`config.mk`:
```
export PLATFORM = sky130hd
export DESIGN_NAME = usart_tx
export DESIGN_NICKNAME = d
export VERILOG_FILES = /design/src/rtl/usart_tx.sv
export SDC_FILE = /design/constraint.sdc
export NUM_CORES = 1
export LEC_CHECK = 0
export CAP_MARGIN = 30
export CELL_PAD_IN_SITES_DETAIL_PLACEMENT = 0
export CELL_PAD_IN_SITES_GLOBAL_PLACEMENT = 1
export CORE_MARGIN = 2
export CORE_UTILIZATION = 35
export CTS_CLUSTER_DIAMETER = 60
export DETAILED_ROUTE_END_ITERATION = 8
export PLACE_DENSITY = 0.64
export SETUP_SLACK_MARGIN = 0.4
export SLEW_MARGIN = 20
export SYNTH_ARGS = -nofsm -noshare
export SYNTH_HDL_FRONTEND = slang
export SYNTH_SLANG_ARGS = --single-unit
```
`constraint.sdc`:
```
create_clock -name CPU_Clk -period 5.1 [get_ports CPU_Clk]
set_input_delay 0.765 -clock CPU_Clk [delete_from_list [all_inputs] [get_ports CPU_Clk]]
set_output_delay 0.765 -clock CPU_Clk [all_outputs]
set_load 0.005 [all_outputs]
```
`src/rtl/usart_tx.sv`:
```
// usart_tx
// Serial transmitter of the USART. Drains a show-ahead 8-bit TX FIFO and sends
// each byte as an asynchronous frame:
//   start bit (0), 8 data bits LSB first, optional parity bit, 1 or 2 stop bits (1).
// Frames run back to back with no idle gap while tx_en is high and the FIFO has data.
//
// Compile-time option:
//   USART_TX_PARITY_EN  -- when defined, a parity bit follows the data bits
//                          (even parity for PARITY_ODD = 0, odd for PARITY_ODD = 1).
//                          When undefined there is no parity state or logic and
//                          PARITY_ODD has no effect.
module usart_tx #(
    parameter int unsigned BAUD_DIV   = 868,  // CPU_Clk cycles per serial bit, 2..65535
    parameter int unsigned STOP_BITS  = 1,    // 1 or 2
    parameter int unsigned PARITY_ODD = 0     // 0 = even, 1 = odd
) (
    input  logic       CPU_Clk,
    input  logic       Reset_n,
    input  logic       tx_en,
    input  logic [7:0] fifo_data,
    input  logic       fifo_empty,
    output logic       fifo_rd,
    output logic       Tx,
    output logic       busy,
    output logic       tx_done
);

    // ------------------------------------------------------------------
    // Parameter legality
    // ------------------------------------------------------------------
    if (BAUD_DIV < 2 || BAUD_DIV > 65535 || STOP_BITS < 1 || STOP_BITS > 2 ||
        PARITY_ODD > 1) begin : g_bad_params
        $error("usart_tx: unsupported BAUD_DIV / STOP_BITS / PARITY_ODD setting");
    end

    // ------------------------------------------------------------------
    // Local constants and types
    // ------------------------------------------------------------------
    localparam int unsigned      CNT_W     = $clog2(BAUD_DIV);
    localparam logic [CNT_W-1:0] BAUD_LAST = CNT_W'(BAUD_DIV - 1);
    // Index of the final stop bit in the bit counter (0 for one stop bit, 1 for two).
    localparam logic [2:0]       STOP_LAST = 3'(STOP_BITS - 1);

    typedef enum logic [2:0] {
        ST_IDLE   = 3'd0,
        ST_START  = 3'd1,
        ST_DATA   = 3'd2,
`ifdef USART_TX_PARITY_EN
        ST_PARITY = 3'd3,
`endif
        ST_STOP   = 3'd4
    } state_e;

    // ------------------------------------------------------------------
    // State
    // ------------------------------------------------------------------
    state_e           state_q,    state_d;
    logic [CNT_W-1:0] baud_cnt_q, baud_cnt_d;
    logic [2:0]       bit_cnt_q,  bit_cnt_d;
    logic [7:0]       shift_q,    shift_d;
    logic             tx_q,       tx_d;
`ifdef USART_TX_PARITY_EN
    logic             par_q,      par_d;
`endif

    // ------------------------------------------------------------------
    // Decodes shared by next-state logic and outputs
    // ------------------------------------------------------------------
    logic bit_tick;   // last clock of the current serial bit
    logic last_stop;  // bit counter points at the final stop bit
    logic frame_end;  // last clock of the final stop bit
    logic load;       // pop the FIFO head and start a new frame on the next edge

    assign bit_tick  = (baud_cnt_q == BAUD_LAST);
    assign last_stop = (bit_cnt_q == STOP_LAST);
    assign frame_end = (state_q == ST_STOP) && last_stop && bit_tick;
    assign load      = tx_en && !fifo_empty && ((state_q == ST_IDLE) || frame_end);

    assign fifo_rd = load;
    assign tx_done = frame_end;
    assign busy    = (state_q != ST_IDLE);
    assign Tx      = tx_q;

    // Next-state logic: bit timing, frame sequencing and the next serial line level.
    // NOTE: every variable is given a default before the case so no latch is inferred.
    always_comb begin
        state_d    = state_q;
        baud_cnt_d = baud_cnt_q;
        bit_cnt_d  = bit_cnt_q;
        shift_d    = shift_q;
`ifdef USART_TX_PARITY_EN
        par_d      = par_q;
`endif

        // Baud counter free-runs through a frame and wraps at the end of each bit.
        if (state_q != ST_IDLE) begin
            baud_cnt_d = bit_tick ? '0 : baud_cnt_q + 1'b1;
        end

        case (state_q)
            ST_IDLE: begin
                // Waits for load, handled below.
            end
            ST_START: begin
                if (bit_tick) begin
                    state_d = ST_DATA;
                end
            end
            ST_DATA: begin
                if (bit_tick) begin
                    shift_d   = {1'b0, shift_q[7:1]};
                    bit_cnt_d = bit_cnt_q + 3'd1;  // wraps to 0 after bit 7
                    if (bit_cnt_q == 3'd7) begin
`ifdef USART_TX_PARITY_EN
                        state_d = ST_PARITY;
`else
                        state_d = ST_STOP;
`endif
                    end
                end
            end
`ifdef USART_TX_PARITY_EN
            ST_PARITY: begin
                if (bit_tick) begin
                    state_d = ST_STOP;
                end
            end
`endif
            ST_STOP: begin
                if (bit_tick) begin
                    if (last_stop) begin
                        state_d   = ST_IDLE;
                        bit_cnt_d = '0;
                    end else begin
                        bit_cnt_d = bit_cnt_q + 3'd1;
                    end
                end
            end
            default: begin
                state_d = ST_IDLE;
            end
        endcase

        // A new frame (from idle or straight out of the final stop bit) overrides
        // the sequencing above and restarts all bit timing.
        if (load) begin
            state_d    = ST_START;
            baud_cnt_d = '0;
            bit_cnt_d  = '0;
            shift_d    = fifo_data;
`ifdef USART_TX_PARITY_EN
            par_d      = (PARITY_ODD != 0) ? ~^fifo_data : ^fifo_data;
`endif
        end

        // The line level is computed from the next state so the registered Tx
        // changes on the same edge as the state.
        case (state_d)
            ST_START:  tx_d = 1'b0;
            ST_DATA:   tx_d = shift_d[0];
`ifdef USART_TX_PARITY_EN
            ST_PARITY: tx_d = par_d;
`endif
            default:   tx_d = 1'b1;
        endcase
    end

    // State register; reset returns the line to idle-high immediately.
    // NOTE: flops are written with non-blocking assignments so each one samples pre-edge values.
    always_ff @(posedge CPU_Clk or negedge Reset_n) begin
        if (!Reset_n) begin
            state_q    <= ST_IDLE;
            baud_cnt_q <= '0;
            bit_cnt_q  <= '0;
            shift_q    <= '0;
            tx_q       <= 1'b1;
`ifdef USART_TX_PARITY_EN
            par_q      <= 1'b0;
`endif
        end else begin
            state_q    <= state_d;
            baud_cnt_q <= baud_cnt_d;
            bit_cnt_q  <= bit_cnt_d;
            shift_q    <= shift_d;
            tx_q       <= tx_d;
`ifdef USART_TX_PARITY_EN
            par_q      <= par_d;
`endif
        end
    end

endmodule

```
=== Word-level counts from Yosys, hierarchy flattened ===
Index checks and enable logic that the tools add are counted.

* Output and inout bits: 4
* Register bits after elaboration: 25
* Input port bits: 12
* Word-level logic and storage cells: 51

* Reductions and logical operators: 15
* Add/subtract/negate cells: 2
* Equality and inequality tests: 9
* Muxes and demuxes: 19

{| class="wikitable"
|+ Operator list
! operator !! number
|-
| two-way mux 10 bit || 3
|-
| two-way mux 3 bit || 10
|-
| two-way mux 8 bit || 3
|-
| case mux 3 bit (4 select lines) || 1
|-
| adder 10 x 1 -> 10 bit (second input constant) || 1
|-
| == test 10 bit (second input constant) || 1
|-
| == test 3 x 1 -> 1 bit (second input constant) || 2
|-
| == test 3 x 2 -> 1 bit (second input constant) || 2
|-
| == test 3 bit (second input constant) || 2
|-
| zero test 3 bit || 2
|-
| inequality test 3 bit (second input constant) || 2
|-
| case mux 3 bit (2 select lines) || 1
|-
| nonzero test 2 bit || 3
|-
| nonzero test 3 bit || 2
|-
| logical AND 1 bit || 4
|-
| adder 3 x 1 -> 3 bit (second input constant) || 1
|-
| AND reduction 3 bit || 1
|-
| case mux 1 bit (2 select lines) || 1
|-
| AND reduction 2 bit || 1
|-
| zero test 1 bit || 1
|-
| logical OR 1 bit || 1
|}

=== Depth between registers and ports, before layout ===
Gate-level depths: netlist (run 1).

* Depth after elaboration: 8
* Gate-level depth with buffers: 7
* Mapped depth without buffers: 6

=== Worst setup path before layout (run 1) ===
OpenSTA, ideal clock, no wires.

* Kind: input to output
* From: input port fifo_empty
* To: output port fifo_rd
* Setup slack: 2861 ps
* Buffers on the path: 1
* Cell stages on the path: 3
* Data arrival time: 1474 ps
* Data required time: 4335 ps
* Cells stage by stage: nand2b_1 -> clkbuf_1 -> o31ai_4

* Cells in the longest elaborated chain, start to end: 3

{| class="wikitable"
|+ Ends and longest elaborated chain
! element !! line !! text
|-
| from (decl) || 21 || <nowiki>input logic fifo_empty,</nowiki>
|-
| zero test 1 bit || 77 || <nowiki>assign load = tx_en && !fifo_empty && ((state_q == ST_IDLE) || frame_end);</nowiki>
|-
| logical AND 1 bit (2 in a row) || 77 ||
|-
| to (decl) || 22 || <nowiki>output logic fifo_rd,</nowiki>
|}

Every way passes these cells.

=== Worst setup path after layout (run 1) ===
* From: register baud_cnt_q[0]
* To: output port fifo_rd

* Cells in the longest elaborated chain, start to end: 4

{| class="wikitable"
|+ Ends and longest elaborated chain
! element !! line !! text
|-
| from (decl) || 58 || <nowiki>logic [CNT_W-1:0] baud_cnt_q, baud_cnt_d;</nowiki>
|-
| from (signal assigned) || 182 || <nowiki>baud_cnt_q <= baud_cnt_d;</nowiki>
|-
| == test 10 bit || 74 || <nowiki>assign bit_tick = (baud_cnt_q == BAUD_LAST);</nowiki>
|-
| logical AND 1 bit || 76 || <nowiki>assign frame_end = (state_q == ST_STOP) && last_stop && bit_tick;</nowiki>
|-
| logical OR 1 bit || 77 ||
|-
| logical AND 1 bit || 77 ||
|}

Every way passes these cells.

==> results of run 1 <==
[logic make-up after synthesis]
logic type               count (synthesis)  share of synthesized area [%]
AND/OR/NAND/NOR                         57                           23.0
adder cells (fa/ha/maj)                  4                           3.44
multiplexers                             3                           2.49
flip-flops                              25                           43.0
buffers and inverters                   13                           3.69
AO/OA/AOI/OAI                           39                           20.1
XOR/XNOR                                 7                           4.21
[synthesized netlist by cell type (2+ instances only)]
master	count
sky130_fd_sc_hd__nand4_1	6
sky130_fd_sc_hd__a221o_1	6
sky130_fd_sc_hd__clkbuf_1	2
sky130_fd_sc_hd__dfrtp_1	24
sky130_fd_sc_hd__or3_1	3
sky130_fd_sc_hd__ha_1	4
sky130_fd_sc_hd__nand2b_1	5
sky130_fd_sc_hd__a21oi_1	8
sky130_fd_sc_hd__a2111oi_0	3
sky130_fd_sc_hd__buf_2	4
sky130_fd_sc_hd__nor3b_1	2
sky130_fd_sc_hd__a21o_1	3
sky130_fd_sc_hd__nand2_1	7
sky130_fd_sc_hd__inv_1	7
sky130_fd_sc_hd__nand3_1	2
sky130_fd_sc_hd__a31oi_1	2
sky130_fd_sc_hd__nor2_1	9
sky130_fd_sc_hd__xnor2_1	6
sky130_fd_sc_hd__and2_1	12
sky130_fd_sc_hd__o21ai_0	5
sky130_fd_sc_hd__o21ai_1	2
[registers in the layout, summed over array words and instances (netlist names)]
register,count
bit_cnt_q,3
state_q,3
shift_q,8
baud_cnt_q,10
Tx,1
[path summary, 6_finish.rpt]
path	start	to	slack (ns)	cells past startpoint
worst min-delay path	shift_q[2]$_DFFE_PN0P_	shift_q[2]$_DFFE_PN0P_	0.51	1
max in group asynchronous	Reset_n	Tx$_DFF_PN1_	3.94	2
worst max-delay path	baud_cnt_q[0]$_DFFE_PN0P_	fifo_rd	1.36	5
min in group asynchronous	Reset_n	shift_q[2]$_DFFE_PN0P_	0.86	2
worst max register to register	baud_cnt_q[0]$_DFFE_PN0P_	shift_q[0]$_DFF_PN0_	2.54	5
worst min register to register	shift_q[2]$_DFFE_PN0P_	shift_q[2]$_DFFE_PN0P_	0.51	1
[metal layers]
layer  track usage [%]  part of all wire (%)
met5                 0                     0
met4              4.75                  0.63
met3              3.08                   5.7
met2              26.4                    45
met1              23.1                    49
[stage by stage]
| stage | hold WS, ns | total power [mW] | instances | utilization, % |
|---|---|---|---|---|
| 2_1_floorplan | 0.469 | 0.420 | 148 | - |
| 3_3_place_gp | 0.490 | 0.474 | 209 | 41.4 |
| 3_5_place_dp | 0.494 | 0.480 | 209 | 41.4 |
| 4_1_cts | 0.515 | 0.601 | 213 | 42.5 |
| 5_1_grt | 0.521 | 0.639 | 213 | 42.5 |
| 6_report | 0.513 | 0.595 | 213 | 42.5 |
[report_power, final]
group / total [mW] / switching [mW] / internal, mW
logic: 0.168 / 0.0785 / 0.0900
registers: 0.309 / 0.0535 / 0.255
clock network: 0.118 / 0.0621 / 0.0559
[cell type report]
cell class                      count  area, um2  area share (%)
Tap cell                           50       62.6            3.68
Multi-Input combinational cell    110        776            45.6
Timing Repair Buffer               17        165            9.71
Inverter                            7       26.3            1.54
Sequential cell                    25        627            36.8
Clock buffer                        4       45.0            2.65
==> flow_summary.yaml, run 1 <==
setup_path:
  worstPathMaxFanout: 13
  critical-path-slowest-cell: "sky130_fd_sc_hd__o31ai_4"
  timing.critical_path.from_type: "flop"
  critical_path.cell_chain: "ha_1 > nor3b_1 > nand4_1 > o31ai_4 > clkdlybuf4s50_1"
  timing.critical_path.slowest_cell_delay_ns: 0.63
  arrival_ns: 2.98
  path_buf_inv: 1
  path_class: "reg -> out"
  path_delay_family: "simple AND/OR/NAND/NOR gates"
  timing.critical_path.required_ns: 4.34
  worstSetupEndpointType: "output port"
global_route:
  largest_net_degree_at_the_start_of_global_routing: 26
  global_route.usage.total_pct: 16.6
  initial_antenna_violation_count: 0
  number_of_global_route_vias_before_repair: 1209
  overflow: 0
  global_route_wire_length_before_repair_mm: 5.84
clock_network:
  clock_sinks: 25
  post-cts-setup-buffers: 0
  cts.hold.buffers_added: 0
  cts-htree-levels: 1
  clock-root-buffer: "sky130_fd_sc_hd__clkbuf_8"
  clk_pin_slew_ns: 0.09
  ctsLongestPathBuffers: 2
  clk-insertion-delay-late_ns: 0.27
  tritoncts: "done"
  cts_resized: 0
  cts-buffers-inserted: 3
synth:
  yosys.area.top_type_share_pct: 41.2
  mean_area_per_synthesized_cell_um2: 9.84
  syn-cell-area_um2: 1460
  syn-num-nets: 164
  ys_async_sr_fraction_pct: 100
  post_synthesis_instance_total: 148
  ys_seq_elements: 25
  synth_warnings: 0
  ys_types: 47
  synth_top_cells_by_area: "sky130_fd_sc_hd__dfrtp_1, sky130_fd_sc_hd__and2_1, sky130_fd_sc_hd__a221o_1"
  yosys.area.top_type: "sky130_fd_sc_hd__dfrtp_1"
  synth-edff-count: 0
  sequential_area_share_after_synthesis_pct: 43.0
  ys_dominant_reg_cell: "sky130_fd_sc_hd__dfrtp_1"
timing:
  finalWorstPathRequiredPeriod_ns: 3.74
  report.final.hold_viol_count: 0
  slew_violations: 0
  setup_viol: 0
  timing.max_slew.rel_slack_pct: 60.3
  tns_ns: 0
  setup_repair_after_global_routing_missed_its_margin: "no"
  fmax_ghz: 0.267
  period_utilization_post_route_pct: 73.4
  worst_pin_slew_ns: 0.594
  layout_setup_ws_ns: 1.36
  fin_skew_ns: 0.00345
placement:
  detailedPlace.worstSlack_ns: 1.66
  post_dp_area_um2: 1660
  dpl.hpwl_mm: 2.40
  placement.io_buffers: 15
  finalWeightedCongestion: 0.839
finish:
  layout.cells.most_common: "sky130_fd_sc_hd__dfrtp_1"
  final_cell_mix: "sky130_fd_sc_hd__dfrtp_1, sky130_fd_sc_hd__clkdlybuf4s50_1, sky130_fd_sc_hd__and2_1"
  final_design_area_no_fill_um2: 1700
  final_layout_size_suffix_gt1_share_pct: 7.36
  fillers: 389
  antenna-diode-count: 0
  nNetsFinal: 180
  synthesis_to_finish_area_growth_pct: 16.8
die:
  core-area_um2: 4000
  ios: 16
  placementRows: 23
  die_area_um2: 4690
  dieWidth_um: 68.5
  die-height_um: 68.5
  start_util_pct: 36.4
run_status:
  run_status: "completed"
detailed_routing:
  initialDrtViolationCount: 77
  via_count: 1180
  drtAntennaViolNets: 0
  dr.pass1.iters: 4
  routed_wl_mm: 3.31
  post-route-drc-count: 0
  routed_wire_length_per_instance_um: 15.5
  via_density_per_instance: 5.54
min_path:
  classification_of_the_worst_slack_hold_path: "reg -> reg"
job:
  max_capacitance_violation_count: 0
power:
  irDropWorstVdd_mv: 0.142
  power.density_cell_area_nw_per_um2: 350
  static-leakage-power_nw: 0.669
No activity file was read; power rests on OpenSTA's default activity.
==> inputs of run 2 (changes only) <==
--- a/config.mk
+++ b/config.mk
@@ -12,7 +12,7 @@
 export CORE_UTILIZATION = 35
 export CTS_CLUSTER_DIAMETER = 60
 export DETAILED_ROUTE_END_ITERATION = 8
-export PLACE_DENSITY = 0.64
+export PLACE_DENSITY = 0.66
 export SETUP_SLACK_MARGIN = 0.4
 export SLEW_MARGIN = 20
 export SYNTH_ARGS = -nofsm -noshare
==> constraint.sdc (replaced) <==
create_clock -name CPU_Clk -period 3.29 [get_ports CPU_Clk]
set_input_delay 0.4935 -clock CPU_Clk [delete_from_list [all_inputs] [get_ports CPU_Clk]]
set_output_delay 0.4935 -clock CPU_Clk [all_outputs]
set_load 0.005 [all_outputs]
==> run 2 against run 1 <==
Register-to-register slack got worse by 1.4 ns; critical endpoint unchanged; global-route usage decreased by 1.3 points; die area unchanged; sequential share of layout area decreased by 0.48 points; hold slack improved by 0.0012 ns; clock-buffer cell count unchanged.
==> flow_summary.yaml, run 2 (same netlist as run 1, synthesis figures left out) <==
global_route:
  global_route_wire_length_before_repair_mm: 5.40
  largest_net_degree_at_the_start_of_global_routing: 26
  overflow: 0
  initial_antenna_violation_count: 0
  global_route.usage.total_pct: 15.3
  number_of_global_route_vias_before_repair: 1155
clock_network:
  cts.hold.buffers_added: 0
  cts-htree-levels: 1
  ctsLongestPathBuffers: 2
  cts_resized: 0
  cts-buffers-inserted: 3
  clock_sinks: 25
  post-cts-setup-buffers: 0
  clk_pin_slew_ns: 0.08
  tritoncts: "done"
  clk-insertion-delay-late_ns: 0.26
  clock-root-buffer: "sky130_fd_sc_hd__clkbuf_8"
finish:
  largest_register_ffs: 10
  synthesis_to_finish_area_growth_pct: 18.4
  final_layout_size_suffix_gt1_share_pct: 9.04
  antenna-diode-count: 0
  largestRegisters: "baud_cnt_q x10, shift_q x8"
  top_register: "baud_cnt_q"
  layout.cells.most_common: "sky130_fd_sc_hd__dfrtp_1"
  finish.utilization_pct: 43.1
  nNetsFinal: 183
  final_cell_mix: "sky130_fd_sc_hd__dfrtp_1, sky130_fd_sc_hd__clkdlybuf4s50_1, sky130_fd_sc_hd__and2_1"
power:
  power.switching_mw: 0.288
  power.clock.fraction_pct: 19.6
  switching_share_of_total_power_pct: 31.6
  static-leakage-power_nw: 0.683
  seq_power_share_pct: 52.2
  comb_power_share_pct: 28.3
  internal_power_mw: 0.623
  power.density_cell_area_nw_per_um2: 529
  irDropWorstVdd_mv: 0.212
min_path:
  classification_of_the_worst_slack_hold_path: "reg -> reg"
  min_path_cells: 1
timing:
  finalWorstPathRequiredPeriod_ns: 2.77
  timing.max_slew.rel_slack_pct: 60.7
  setup_viol: 0
  slew_violations: 0
  worst_pin_slew_ns: 0.575
  report.final.hold_viol_count: 0
  fmax_ghz: 0.360
  setup_repair_after_global_routing_missed_its_margin: "no"
  fin_skew_ns: 0.00380
  tns_ns: 0
  period_utilization_post_route_pct: 84.3
detailed_routing:
  drtAntennaViolNets: 0
  post-route-drc-count: 0
  initialDrtViolationCount: 77
  via_count: 1178
  routed_wire_length_per_instance_um: 14.8
  dr.pass1.iters: 4
  routed_wl_mm: 3.19
  via_density_per_instance: 5.45
run_status:
  run_status: "completed"
setup_path:
  timing.critical_path.from_type: "flop"
  worstPathMaxFanout: 5
  timing.critical_path.slowest_cell_delay_ns: 0.54
  path_class: "reg -> out"
  reg2reg_depth: 5
  arrival_ns: 2.28
  timing.critical_path.required_ns: 2.80
  worstSetupEndpointType: "output port"
  critical_path.cell_chain: "inv_1 > ha_1 > nand2b_1 > or3_1 > o31ai_4 > clkdlybuf4s50_1"
  critical-path-slowest-cell: "sky130_fd_sc_hd__clkdlybuf4s50_1"
placement:
  dpl.hpwl_mm: 2.33
  placement.io_buffers: 15
  finalWeightedCongestion: 0.802
die:
  die-height_um: 68.5
  ios: 16
  start_util_pct: 36.4
  core-area_um2: 4000
  dieWidth_um: 68.5
  placementRows: 23
  die_area_um2: 4690
job:
  max_capacitance_violation_count: 0
==> run 2: critical path: cells and delay by family (launching register included) <==
| family | cells | cell delay [ns] |
|---|---|---|
| buf+inv | 2 | 0.62 |
| simple gates | 2 | 0.60 |
| fa+ha+maj | 1 | 0.14 |
| compound gates | 1 | 0.24 |
| flops | 1 | 0.40 |
==> run 2: layout make-up <==
| type | count | area [um2] |
|---|---|---|
| repair buffers | 20 | 188 |
| flip-flops and latches | 25 | 627 |
| multi-input cells | 110 | 776 |
| fillers | 406 | 2280 |
| well taps | 50 | 62.6 |
| inverters | 7 | 26.3 |
| clock buffers | 4 | 45.0 |
==> run 2: per-layer routing <==
metal  GRT usage [%]  wire, um  vias up
met4            4.00        24        0
met2            23.8      1500       16
met3            2.44       102        4
met5               0         0        -
li1                -         -      582
met1            22.1      1560      576
==> run 2: power groups by stage <==
stage / logic (mW) / registers, mW / clock network [mW]
2_1_floorplan: 0.195 / 0.456 / 0
3_3_place_gp: 0.253 / 0.481 / 0
3_5_place_dp: 0.257 / 0.481 / 0
4_1_cts: 0.261 / 0.476 / 0.188
5_1_grt: 0.289 / 0.491 / 0.200
6_report: 0.258 / 0.476 / 0.178
==> run 2: metrics by stage <==
stage	hold WS, ns	setup slack (ns)	std cells	area, um2	power [mW]
floorplan	0.198	1.33	148	1460	0.651
global route	0.544	0.415	216	1720	0.980
finish	0.514	0.516	216	1720	0.912
CTS	0.522	0.503	216	1720	0.925
global placement	0.488	0.719	212	1680	0.734
detailed placement	0.495	0.706	212	1680	0.738
==> run 2: path summary, 6_finish.rpt <==
kind | slack (ns) | from | end
worst max register to register | 1.17 | baud_cnt_q[0]$_DFFE_PN0P_ | shift_q[2]$_DFFE_PN0P_
worst min-delay path | 0.51 | shift_q[6]$_DFFE_PN0P_ | shift_q[6]$_DFFE_PN0P_
max in group asynchronous | 2.40 | Reset_n | Tx$_DFF_PN1_
worst max-delay path | 0.52 | bit_cnt_q[0]$_DFFE_PN0P_ | fifo_rd
worst min register to register | 0.51 | shift_q[6]$_DFFE_PN0P_ | shift_q[6]$_DFFE_PN0P_
min in group asynchronous | 0.59 | Reset_n | shift_q[5]$_DFFE_PN0P_
